<file path="config.mk">
export PLATFORM = sky130hd
export DESIGN_NAME = subborrow_serial
export DESIGN_NICKNAME = d
export VERILOG_FILES = /design/src/rtl/subborrow_serial_pkg.sv /design/src/rtl/subborrow_serial_fullsub1.sv /design/src/rtl/subborrow_serial.sv
export SDC_FILE = /design/constraint.sdc
export NUM_CORES = 1
export LEC_CHECK = 0
export BUFFER_PORTS_ARGS = -buffer_cell sky130_fd_sc_hd__clkbuf_2
export CAP_MARGIN = 5
export CORE_MARGIN = 2
export CORE_UTILIZATION = 40
export DETAILED_ROUTE_END_ITERATION = 6
export PLACE_DENSITY = 0.68
export SLEW_MARGIN = 25
export SYNTH_ARGS = -nofsm -noshare
export SYNTH_HDL_FRONTEND = slang
export SYNTH_SLANG_ARGS = --single-unit
</file>
<file path="constraint.sdc">
create_clock -name clk -period 1.5 [get_ports clk]
set_input_delay 0.3 -clock clk [delete_from_list [all_inputs] [get_ports clk]]
set_output_delay 0.3 -clock clk [all_outputs]
set_load 0.1 [all_outputs]
</file>
<file path="src/rtl/subborrow_serial_pkg.sv">
`default_nettype none
// ============================================================================
//  Module   : subborrow_serial_pkg
//  Purpose  : Shared definitions for the bit-serial borrow subtractor:
//             FSM state encoding and the default difference width.
//  Ports    : none (package)
//  Revision : 1.0 - initial release
// ============================================================================
package subborrow_serial_pkg;

  // Default difference width; the minuend is one bit wider.
  localparam int DEFAULT_W = 3;

  typedef enum logic [1:0] {
    IDLE  = 2'd0,
    SHIFT = 2'd1,
    DONE  = 2'd2
  } state_t;

endpackage
`default_nettype wire

</file>
<file path="src/rtl/subborrow_serial_fullsub1.sv">
`default_nettype none
// ============================================================================
//  Module   : fullsub1
//  Purpose  : One-bit full subtractor computing s - b - bin.
//  Ports    : s    - minuend bit
//             b    - subtrahend bit
//             bin  - incoming borrow
//             d    - difference bit
//             bout - outgoing borrow
//  Revision : 1.0 - initial release
// ============================================================================
module fullsub1 (
  input  logic s,
  input  logic b,
  input  logic bin,
  output logic d,
  output logic bout
);

  assign d    = s ^ b ^ bin;
  // A borrow is needed whenever b + bin exceeds s.
  assign bout = (~s & b) | (~s & bin) | (b & bin);

endmodule
`default_nettype wire

</file>
<file path="src/rtl/subborrow_serial.sv">
`default_nettype none
// ============================================================================
//  Module   : subborrow_serial
//  Purpose  : Bit-serial recovery of an adder operand: A = (S - B) mod 2^W,
//             processed LSB first over W+1 cycles, with an error flag when
//             the true difference does not fit in [0, 2^W-1].
//  Ports    : clk   - clock, rising edge
//             rst_n - asynchronous active-low reset
//             start - request pulse, sampled only while idle
//             S     - minuend, W+1 bits ({carry, sum} of a W-bit adder)
//             B     - subtrahend, W bits
//             A     - recovered addend (registered)
//             err   - difference out of range (registered)
//             busy  - operation in progress (registered)
//             done  - single-cycle completion strobe (registered)
//  Revision : 1.0 - initial release
// ============================================================================
module subborrow_serial
  import subborrow_serial_pkg::*;
#(
  parameter int W = DEFAULT_W
) (
  input  logic         clk,
  input  logic         rst_n,
  input  logic         start,
  input  logic [W:0]   S,
  input  logic [W-1:0] B,
  output logic [W-1:0] A,
  output logic         err,
  output logic         busy,
  output logic         done
);

  localparam int            CW   = $clog2(W + 2);
  localparam logic [CW-1:0] LAST = CW'(W);

  state_t        state_q;
  logic [W:0]    s_q;
  logic [W:0]    b_q;
  logic [W:0]    res_q;
  logic [CW-1:0] cnt_q;
  logic          bw_q;
  logic [W-1:0]  a_q;
  logic          err_q;
  logic          busy_q;
  logic          done_q;

  logic          d_d;
  logic          bw_d;

  fullsub1 u_fullsub1 (
    .s    (s_q[0]),
    .b    (b_q[0]),
    .bin  (bw_q),
    .d    (d_d),
    .bout (bw_d)
  );

  always_ff @(posedge clk or negedge rst_n) begin
    if (!rst_n) begin
      state_q <= IDLE;
      s_q     <= '0;
      b_q     <= '0;
      res_q   <= '0;
      cnt_q   <= '0;
      bw_q    <= 1'b0;
      a_q     <= '0;
      err_q   <= 1'b0;
      busy_q  <= 1'b0;
      done_q  <= 1'b0;
    end else begin
      done_q <= 1'b0;
      case (state_q)
        IDLE: begin
          if (start) begin
            s_q     <= S;
            b_q     <= {1'b0, B};
            res_q   <= '0;
            cnt_q   <= '0;
            bw_q    <= 1'b0;
            busy_q  <= 1'b1;
            state_q <= SHIFT;
          end
        end
        SHIFT: begin
          s_q   <= {1'b0, s_q[W:1]};
          b_q   <= {1'b0, b_q[W:1]};
          // Difference bits enter at the top so that after W+1 shifts the
          // LSB of the result sits at bit 0.
          res_q <= {d_d, res_q[W:1]};
          bw_q  <= bw_d;
          cnt_q <= cnt_q + CW'(1);
          if (cnt_q == LAST) begin
            state_q <= DONE;
          end
        end
        DONE: begin
          // A final borrow means S < B; a set top bit means S - B >= 2^W.
          a_q     <= res_q[W-1:0];
          err_q   <= bw_q | res_q[W];
          done_q  <= 1'b1;
          busy_q  <= 1'b0;
          state_q <= IDLE;
        end
        default: begin
          busy_q  <= 1'b0;
          state_q <= IDLE;
        end
      endcase
    end
  end

  assign A    = a_q;
  assign err  = err_q;
  assign busy = busy_q;
  assign done = done_q;

endmodule
`default_nettype wire
</file>
## Word-level counts from Yosys, hierarchy flattened

Index checks and enable logic that the tools add are counted.

- $add $sub $neg: 1
- Equal/unequal tests: 5
- Multiplexer cells: 16
- Bitwise logic cells: 10
- Reductions and logical operators: 5

Operator list:

| kind | number |
|---|---|
| $pmux 4 s2 | 3 |
| $mux 4 | 3 |
| $pmux 3 s2 | 1 |
| $reduce_and 2->1 | 3 |
| $mux 2 | 2 |
| $ne 2x2->1 const B | 2 |
| $pmux 1 s2 | 2 |
| $pmux 2 s2 | 1 |
| $add 3x1->3 const B | 1 |
| $and 1x1->1 | 3 |
| $eq 3x2->1 const B | 1 |
| $mux 1 | 3 |
| $mux 3 | 1 |
| $or 1x1->1 | 3 |
| $eq 2x1->1 const B | 1 |
| $eq 2x2->1 const B | 1 |
| $logic_not 2->1 | 1 |
| $not 1->1 | 2 |
| $reduce_bool 2->1 | 1 |
| $xor 1x1->1 | 2 |

- Bits in registers: 24
- Bits of input ports: 10
- Logic and storage cells: 47

## Depth between registers and ports, before layout

- Word-level depth: 5
- Mapped depth: 4
- Depth with buffers taken out: 4

## Modules after synthesis

A second synthesis with hierarchy kept.

- Cells, all modules: 83
- Area, all modules: 1052.3 um^2

Modules (own cells, without submodules):

| module | instances | cells each | area an instance (um^2) | seq. area each (um^2) |
|---|---|---|---|---|
| subborrow_serial | 1 | 80 | 1024.7 | 575.6 |
| fullsub1 | 1 | 3 | 27.5 | 0.0 |

## Worst setup path before layout

No wires, ideal clock.

- Path kind: register -> register
- Start point: register, netlist name A[0]
- End point: register a_q[0], in the netlist A[0]
- Library setup time: 0.128 ns
- Data arrival time: 1.152 ns
- Data required time: 1.372 ns
- Slack: 0.220 ns
- Stages on the path, launching flop included: 2
- Buffers on the path: 0
- Clock period less this slack: 1.280 ns
- Cell sequence: dfrtp_1 -> mux2_1

RTL lines:

| item | RTL line | RTL |
|---|---|---|
| end signal: assignment | subborrow_serial.sv:99 | `a_q <= res_q[W-1:0];` |
| end: declaration | subborrow_serial.sv:43 | `logic [W-1:0] a_q;` |

## Worst setup path in the final report

- Start point: register done_q, in the netlist done
- End point: output done

RTL lines:

| item | RTL line | RTL |
|---|---|---|
| start: declaration | subborrow_serial.sv:46 | `logic done_q;` |
| start signal: assignment | subborrow_serial.sv:70 | `done_q <= 1'b0;` |
| start signal: assignment | subborrow_serial.sv:72 | `done_q <= 1'b0;` |
| start signal: assignment | subborrow_serial.sv:101 | `done_q <= 1'b1;` |
| end: declaration | subborrow_serial.sv:31 | `output logic done` |

No word-level cell between the ends.

==> impl_metrics.env <==
export IMPL_ys_types=29
export IMPL_antenna_left=0
export IMPL_r2r_start="state_q[0]"
export IMPL_design_area_sq_um=1200
export IMPL_finalSetupViolations=0
export IMPL_rrSetupSlack_ns=0.21
export IMPL_drtIter0Drc=11
export IMPL_die_h_microns=54.9
export IMPL_yosysWarnings=0
export IMPL_rsz0062_at_grt="no"
export IMPL_syn_inst=77
export IMPL_num_vias=681
export IMPL_ir_drop_uv=1870
export IMPL_initial_core_util_pct=41.9
export IMPL_cap_violations=0
export IMPL_clk_path_buf_depth=2
export IMPL_postSynthAreaPerCell_sq_um=13.5
export IMPL_synth_common_cells="dfrtp_1, inv_1, a22o_1"
export IMPL_clkTransAtPathRegs_ns=0.13
export IMPL_cts_tree="built"
export IMPL_min_period_ns=1.41
export IMPL_place_congestion=0.812
export IMPL_critPathCaptureType="output port"
export IMPL_drv_slew=0
export IMPL_drc=0
export IMPL_synth_top_family_by_area="compound AO/OA/AOI/OAI gates"
export IMPL_syn_to_final_growth_pct=15.6
export IMPL_startpoint_type="flop"
export IMPL_whs_path_depth=3
export IMPL_cts_buffers=3
export IMPL_max_slew_worst_pin_slew_ns=0.561
export IMPL_nets=111
export IMPL_yosysSeqAreaShare_pct=55.5
export IMPL_arrival_ns=1.11
export IMPL_syn_area_sq_um=1040
export IMPL_synth_most_common_cell="dfrtp_1"
export IMPL_worst_hold_slack_ns=0.282
export IMPL_grt_use_total_pct=14.1
export IMPL_critPathTopFamily="buffers and inverters"
export IMPL_relSlewSlack_pct=62.6
export IMPL_reg2reg_depth=2
export IMPL_critical_path_startpoint="done"
export IMPL_outcome="finished clean"
export IMPL_synthMuxAreaShare_pct=5.19
export IMPL_yosys_top_cells_area="dfrtp_1, a221oi_2, a22o_1"
export IMPL_crit_path_cell_trace="clkbuf_2"
export IMPL_synth_compound_area_share_pct=17.6
export IMPL_die_area_sq_um=3020
export IMPL_synth_simple_area_share_pct=11.6
export IMPL_synth_net_count=90
export IMPL_place_area_sq_um=1160
export IMPL_cp_endpoint="done"
export IMPL_dr_pass1_iters=4
export IMPL_antenna_cells=0
export IMPL_period_share_pct=93.7
export IMPL_hpwl_microns=1260
export IMPL_worstSetupPathDepth=1
export IMPL_fin_skew_ns=0.00658
export IMPL_min_path_type="in -> reg"
export IMPL_yosysTopAreaCell="dfrtp_1"
export IMPL_fin_util_pct=48.4
export IMPL_hold_viol_final=0
export IMPL_grt_ovfl_total=0
export IMPL_drt_wl_total_microns=1750
export IMPL_dpl_worst_slack_ns=0.242
export IMPL_fp_dieW_microns=54.9
export IMPL_fmaxAchievable_mhz=712
export IMPL_synth_fa_ha_area_share_pct=4.34
export IMPL_worstPathMaxFanout=1
export IMPL_cp_slowest_cell="clkbuf_2"
export IMPL_ys_ff_latch=23
export IMPL_num_rows=18
export IMPL_synth_main_ff_cell="dfrtp_1"
export IMPL_cp_num_buf_inv=1
export IMPL_reg2reg_to="b_q[1]"
export IMPL_max_stage_delay_ns=0.45
export IMPL_grt_pass1_wl_microns=2950
export IMPL_clk_latency_ns=0.31
export IMPL_io_buffer_count=15
export IMPL_critical_path_class="reg -> out"
export IMPL_grt_max_degree=24
export IMPL_via_per_inst=5.36
export IMPL_synth_top_area_share_pct=55.5
export IMPL_antenna_found_initial=0
export IMPL_synth_xor_area_share_pct=0
export IMPL_drive_gt1_share_pct=32.0
export IMPL_ctsHtreeMaxLevel=1
export IMPL_pin_count=16
export IMPL_async_reset_ff_share_pct=100
export IMPL_route_detailed_wl_per_inst_microns=13.8
export IMPL_power_mw=2.75
export IMPL_cts_sinks=23
export IMPL_fin_setup_tns_ns=0
export IMPL_synth_edf_count=0
export IMPL_setup_slack_ns=0.0949
export IMPL_fin_cells=127
export IMPL_p_leak_nw=0.572
export IMPL_dp_cells=122
export IMPL_coreArea_sq_um=2480
export IMPL_grt_pass1_vias=654
export IMPL_cts_root_buf="clkbuf_4"
export IMPL_powerDensity_nw_per_um2=2290
export IMPL_cp_required_ns=1.20
[tightest hold or removal path, stage by stage]
cell and delay, ns:
clkbuf_2 0.08, nand4bb_1 0.08, o311ai_1 0.09
[state kept, by name, indices dropped and copies added (netlist names)]
signal and flops:
err 1, b_q 3, A 3, state_q 2
cnt_q 3, s_q 4, done 1, res_q 4
bw_q 1, busy 1
[layer usage]
layer  track usage, %  vias to the layer above  routed length [microns]
met2             21.4                       15                      816
li1                 -                      322                        -
met5                0                        -                        0
met4             3.66                        0                        8
met1             18.7                      342                      842
met3             5.65                        2                       87
[where the power goes]
group	switching (mW)	internal [mW]	leakage (nW)
Clock	0.188	0.0997	0.0177
Combinational	0.881	0.526	0.265
Sequential	0.174	0.879	0.289
[placed cells by master (no fill, tap or decap), types with 3 or more instances in the layout]
master and count:
dfrtp_1 23, buf_4 8, nand2b_1 3, clkbuf_4 3, a22o_1 5, clkbuf_2 10
inv_1 7, nor4b_1 3, mux2_1 3, a221oi_2 3
[worst min path at each step]
stage / slack, ns / end / from
floorplan: 0.004 / A[0] / rst_n
global placement: 0.31 / done / rst_n
detailed placement: 0.32 / A[2] / rst_n
CTS: 0.28 / s_q[3] / S[3]
global route: 0.30 / s_q[3] / S[3]
finish: 0.28 / s_q[3] / S[3]
[area by class of cell]
| class | instances | area [sq um] |
|---|---|---|
| inverter | 7 | 26.3 |
| sequential | 23 | 576 |
| tap | 30 | 37.5 |
| clock inverter | 1 | 5.00 |
| timing repair buffer | 21 | 130 |
| multi-input combinational | 42 | 402 |
| clock buffer | 3 | 22.5 |
| fill | 255 | 1280 |
[cell families (layout without fill, tap and decap cells)]
logic type | Yosys count | after routing
adder cells (fa/ha/maj) | 3 | 3
flip-flops | 23 | 23
AND/OR/NAND/NOR | 16 | 16
AO/OA/AOI/OAI | 18 | 18
multiplexers | 5 | 5
buffers and inverters | 12 | 32
[what timing repair did]
item,in CTS,in global routing
resized for setup,0,2
hold endpoints to repair,23,0
endpoints found under the setup margin,0,2
hold buffers,1,0
buffers inserted,0,0
Note: power is estimated with default switching activity, not from simulation.
